==> src/rtl/apb_node_timeout.sv <==
`default_nettype none
// +--------------------------------------------------------------------------+
// | Module   : apb_node_timeout                                              |
// | Purpose  : APB 1-to-NB_SLV node with window decode, error on unmapped    |
// |            addresses and an optional access-phase watchdog enabled by    |
// |            the APB_NODE_TIMEOUT_EN macro.                                |
// | Revision : 1.0                                                           |
// +--------------------------------------------------------------------------+
module apb_node_timeout #(
  parameter int                           NB_SLV         = 3,
  parameter int                           ADDR_WIDTH     = 32,
  parameter int                           DATA_WIDTH     = 32,
  parameter logic [NB_SLV*ADDR_WIDTH-1:0] START_ADDR     = {32'h2100_2000, 32'h2100_1000, 32'h2100_0000},
  parameter logic [NB_SLV*ADDR_WIDTH-1:0] END_ADDR       = {32'h2100_2FFF, 32'h2100_1FFF, 32'h2100_0FFF},
  parameter int                           TIMEOUT_CYCLES = 255
) (
  input  logic                         clk,
  input  logic                         rst,
  input  logic [ADDR_WIDTH-1:0]        s_paddr,
  input  logic [DATA_WIDTH-1:0]        s_pwdata,
  input  logic                         s_pwrite,
  input  logic                         s_psel,
  input  logic                         s_penable,
  output logic [DATA_WIDTH-1:0]        s_prdata,
  output logic                         s_pready,
  output logic                         s_pslverr,
  output logic [ADDR_WIDTH-1:0]        m_paddr,
  output logic [DATA_WIDTH-1:0]        m_pwdata,
  output logic                         m_pwrite,
  output logic [NB_SLV-1:0]            m_psel,
  output logic                         m_penable,
  input  logic [NB_SLV*DATA_WIDTH-1:0] m_prdata,
  input  logic [NB_SLV-1:0]            m_pready,
  input  logic [NB_SLV-1:0]            m_pslverr
);

  typedef enum logic [2:0] {
    ST_IDLE   = 3'd0,
    ST_SETUP  = 3'd1,
    ST_ACCESS = 3'd2,
    ST_DONE   = 3'd3,
    ST_ERR    = 3'd4
  } state_t;

  state_t                  r_state;
  state_t                  w_next;
  logic [ADDR_WIDTH-1:0]   r_paddr;
  logic [DATA_WIDTH-1:0]   r_pwdata;
  logic                    r_pwrite;
  logic [NB_SLV-1:0]       r_sel;
  logic [DATA_WIDTH-1:0]   r_rdata;
  logic                    r_err;
  logic [NB_SLV-1:0]       w_hit;
  logic [NB_SLV-1:0]       w_sel;
  logic                    w_start;
  logic                    w_mrdy;
  logic [DATA_WIDTH-1:0]   w_mrdata;
  logic                    w_merr;
  logic                    w_expire;

  generate
    for (genvar gi = 0; gi < NB_SLV; gi++) begin : g_dec
      assign w_hit[gi] = (s_paddr >= START_ADDR[gi*ADDR_WIDTH +: ADDR_WIDTH]) &&
                         (s_paddr <= END_ADDR[gi*ADDR_WIDTH +: ADDR_WIDTH]);
    end
  endgenerate

  // Scan from the top so the lowest matching window is the last one written.
  always_comb begin
    w_sel = '0;
    for (int i = NB_SLV - 1; i >= 0; i--) begin
      if (w_hit[i]) w_sel = NB_SLV'(1) << i;
    end
  end

  always_comb begin
    w_mrdata = '0;
    w_merr   = 1'b0;
    for (int i = 0; i < NB_SLV; i++) begin
      if (r_sel[i]) begin
        w_mrdata = m_prdata[i*DATA_WIDTH +: DATA_WIDTH];
        w_merr   = m_pslverr[i];
      end
    end
  end

  assign w_start = s_psel & ~s_penable;
  assign w_mrdy  = |(m_pready & r_sel);

`ifdef APB_NODE_TIMEOUT_EN
  localparam int CNT_W = $clog2(TIMEOUT_CYCLES + 1);
  logic [CNT_W-1:0] r_cnt;

  always_ff @(posedge clk) begin
    if (rst) begin
      r_cnt <= '0;
    end else if (r_state == ST_SETUP) begin
      r_cnt <= '0;
    end else if (r_state == ST_ACCESS && !w_mrdy) begin
      r_cnt <= r_cnt + CNT_W'(1);
    end
  end

  // Fires on the access cycle whose missed ready brings the count to the limit.
  assign w_expire = (r_state == ST_ACCESS) && !w_mrdy &&
                    (r_cnt == CNT_W'(TIMEOUT_CYCLES - 1));
`else
  assign w_expire = 1'b0;
`endif

  always_comb begin
    w_next = r_state;
    case (r_state)
      ST_IDLE:   if (w_start) w_next = (|w_sel) ? ST_SETUP : ST_ERR;
      ST_SETUP:  w_next = ST_ACCESS;
      ST_ACCESS: if (w_mrdy || w_expire) w_next = ST_DONE;
      ST_DONE:   w_next = ST_IDLE;
      ST_ERR:    w_next = ST_IDLE;
      default:   w_next = ST_IDLE;
    endcase
  end

  always_ff @(posedge clk) begin
    if (rst) begin
      r_state  <= ST_IDLE;
      r_paddr  <= '0;
      r_pwdata <= '0;
      r_pwrite <= 1'b0;
      r_sel    <= '0;
      r_rdata  <= '0;
      r_err    <= 1'b0;
    end else begin
      r_state <= w_next;
      if (r_state == ST_IDLE && w_start) begin
        r_paddr  <= s_paddr;
        r_pwdata <= s_pwdata;
        r_pwrite <= s_pwrite;
        r_sel    <= w_sel;
      end
      if (r_state == ST_ACCESS) begin
        if (w_mrdy) begin
          r_rdata <= w_mrdata;
          r_err   <= w_merr;
        end else if (w_expire) begin
          r_rdata <= '0;
          r_err   <= 1'b1;
        end
      end
    end
  end

  assign m_paddr   = r_paddr;
  assign m_pwdata  = r_pwdata;
  assign m_pwrite  = r_pwrite;
  assign m_psel    = (r_state == ST_SETUP || r_state == ST_ACCESS) ? r_sel : '0;
  assign m_penable = (r_state == ST_ACCESS);
  assign s_pready  = (r_state == ST_DONE) || (r_state == ST_ERR);
  assign s_pslverr = (r_state == ST_ERR) || ((r_state == ST_DONE) && r_err);
  assign s_prdata  = (r_state == ST_DONE) ? r_rdata : '0;

endmodule
`default_nettype wire

==> config.mk <==
export PLATFORM = sky130hd
export DESIGN_NAME = apb_node_timeout
export DESIGN_NICKNAME = d
export VERILOG_FILES = /design/src/rtl/apb_node_timeout.sv
export SDC_FILE = /design/constraint.sdc
export NUM_CORES = 1
export LEC_CHECK = 0
export CORE_MARGIN = 2
export CORE_UTILIZATION = 37
export CTS_CLUSTER_SIZE = 40
export DETAILED_ROUTE_END_ITERATION = 10
export GPL_ROUTABILITY_DRIVEN = 0
export PLACE_DENSITY = 0.81
export SKIP_CTS_REPAIR_TIMING = 1
export SYNTH_ARGS = -nofsm -noshare
export SYNTH_HDL_FRONTEND = slang
export SYNTH_SLANG_ARGS = --single-unit
==> constraint.sdc <==
create_clock -name clk -period 2.6 [get_ports clk]
set_clock_uncertainty 0.1 [all_clocks]
set_input_delay 0.78 -clock clk [delete_from_list [all_inputs] [get_ports clk]]
set_output_delay 0.78 -clock clk [all_outputs]
set_load 0.01 [all_outputs]
==> results.toml <==
[run_status]
status = "finished, violations left"
violations = "setup timing"

[logic_synthesis]
ys_warn_count = 0
synthDistinctLibCells = 30
async_flop_share = 0
syn_area_per_cell_um2 = 7.93
ys_seq_area_frac = 0.476
synth_edf_count = 0
synthFlopType = "dfxtp_1"
syn_inst = 552
syn_nets = 723
synth_area_um2 = 4380
synth-seq-cells = 104

[setup_path]
crit_path_start_kind = "flip-flop"
cp.arrival_ps = 1750
critical_path.cell_chain = "and3b_2 > buf_6 > and2_1 > clkdlybuf4s50_1"
worstSetupPathType = "reg -> out"
crit_family = "buffers and inverters"
cp-end-kind = "primary output"
critical_path_required_ps = 1720
critical_path_buf_inv_count = 2
crit_fanout = 16
cpMaxStageDelayCell = "clkdlybuf4s50_1"
cpPeakStageDelay_ps = 530

[grt]
grt_pass1_vias = 4743
grt_util_all_layers = 0.234
grt_first_pass_wirelength_um = 23900
antenna_found_initial = 0
gr-total-overflow = 0
grt_max_degree = 71

[sta]
slew_headroom = 0.630
worst_slack_ps = -31.7
tightest_slew_ps = 555
maxSlewViolCount = 0
setup_violations = 1
whs_ps = 353
fmax_ghz = 0.380
rsz0062_at_grt = "yes"
finalCritPeriodShare = 1.01
hold_violations = 0
period_needed_ps = 2630

[clock_tree]
cts-buffers-inserted = 9
insertion_delay_ps = 330
cts_root_buf = "clkbuf_16"
clockBufferDepth = 2
cts_max_level = 3
cts.sinks = 104
cts_tree = "yes"
clk_pin_slew_ps = 70

[layout]
regArea_um2 = 2090
syn2layout_area_growth_pct = 76.5
fin_nets = 978
final_common_cell = "clkdlybuf4s50_1"
multi_input_area_um2 = 2130
n_fill_cell = 912
n_antenna_cell = 0
drive_above_1_share = 0.0603
layout_common_cells = "235 x clkdlybuf4s50_1, 166 x nand2_1, 101 x dfxtp_1, 68 x a21oi_1, 37 x dlymetal6s2s_1"

[floorplan]
die-area_um2 = 12700
coreArea_um2 = 11500
ios = 274
die_h_um = 113
die_w_um = 113
start_util = 0.382
rows = 39

[pwr]
pwr-share-seq = 0.468
p_leak_nw = 3.41
powerDensity_nw_per_um2 = 461
vdd_drop_max_mv = 0.333
finalPower_mw = 3.56
p_int_mw = 2.74
power_switching_uw = 816
pwr-share-clk = 0.378
combPwrFrac = 0.154
netSwitchingFraction = 0.229

[routing]
drtAntennaViolNets = 0
routedWlPerCell_um = 16.4
drtIter0Drc = 227
drt_wl_total_um = 15700
dr.pass1.iters = 5
drc = 0
via_per_inst = 5.10
vias = 4868

[placement]
dp_hpwl_um = 11600
io_buffers = 273

[min_path]
hold_class = "reg -> reg"

[job]
cap_violations = 0
-- cell type report --
| type | count | area share |
|---|---|---|
| clock buffers | 9 | 0.0292 |
| clock inverters | 7 | 0.00907 |
| multi-input cells | 400 | 0.275 |
| flip-flops and latches | 104 | 0.270 |
| well taps | 143 | 0.0232 |
| repair buffers | 292 | 0.393 |
-- per-layer routing --
| metal | part of all wire | up-vias | track usage | routed length (um) |
|---|---|---|---|---|
| met5 | 0 | - | 0 | 0 |
| met4 | 0.020 | 0 | 0.0878 | 315 |
| met3 | 0.11 | 21 | 0.0916 | 1750 |
| met2 | 0.50 | 216 | 0.416 | 7870 |
| met1 | 0.37 | 2230 | 0.250 | 5750 |
| li1 | - | 2401 | - | - |
-- power by group through the flow --
stage,registers [mW],clock network (mW),logic [mW]
floorplan,1.72,0,0.112
global placement,1.70,0,0.538
detailed placement,1.70,0,0.547
CTS,1.67,1.37,0.550
global route,1.67,1.43,0.589
finish,1.67,1.34,0.548
-- worst reg2reg max path, cell delays in order, from the launching register on --
cell and delay (ps):
dfxtp_2 320, buf_4 450, a222oi_1 170, nand2b_1 230, nor2b_2 190, buf_12 180, a22o_1 250
-- metrics by stage --
stage	util	setup slack (ps)	instances	area, um^2	setup TNS (ps)
final	0.674	-31.7	955	7720	-31.7
after detailed placement	0.637	-318	938	7300	-1040
after global routing	0.674	-105	955	7720	-105
after CTS	0.662	-180	954	7600	-4220
after global placement	0.637	-270	938	7300	-811
after floorplan	-	393	552	4380	0
-- sequential cells by signal, indices dropped and copies added (netlist names) --
signal and cells:
m_paddr 32, m_pwdata 32, m_pwrite 1, r_err 1, r_rdata 32, r_sel 3, r_state 3
-- kinds of logic after synthesis --
| family | after synthesis | synth area share |
|---|---|---|
| compound gates | 173 | 0.250 |
| flops | 104 | 0.476 |
| simple gates | 226 | 0.229 |
| buf+inv | 48 | 0.0435 |
| xor+xnor | 1 | 0.00200 |
-- cell usage after synthesis (2+ instances only) --
cell	instances	area, um^2
nand2_1	166	623
dfxtp_1	104	2080
and2_1	35	219
nand2b_1	3	18.8
clkbuf_1	34	128
a21oi_1	68	340
nor3_1	2	10.0
a22o_1	34	298
or3_1	2	12.5
o21ai_0	33	165
buf_1	6	22.5
buf_2	8	40.0
nor2b_1	2	12.5
nor4b_1	2	17.5
a22oi_1	33	248
nor2_1	5	18.8
or4_1	2	15.0
-- final timing paths --
check	from	end	slack (ps)	cells after the start
setup / recovery	r_state[1]$_SDFFE_PP0P_	s_prdata[19]	-30	4
hold / removal	m_pwdata[4]$_SDFFE_PP0P_	m_pwdata[4]$_SDFFE_PP0P_	350	2
setup reg to reg	r_sel[2]$_SDFFE_PP0P_	r_rdata[20]$_SDFFE_PP0P_	590	6
hold reg to reg	m_pwdata[4]$_SDFFE_PP0P_	m_pwdata[4]$_SDFFE_PP0P_	350	2
Power figures use the tool's default switching activity.
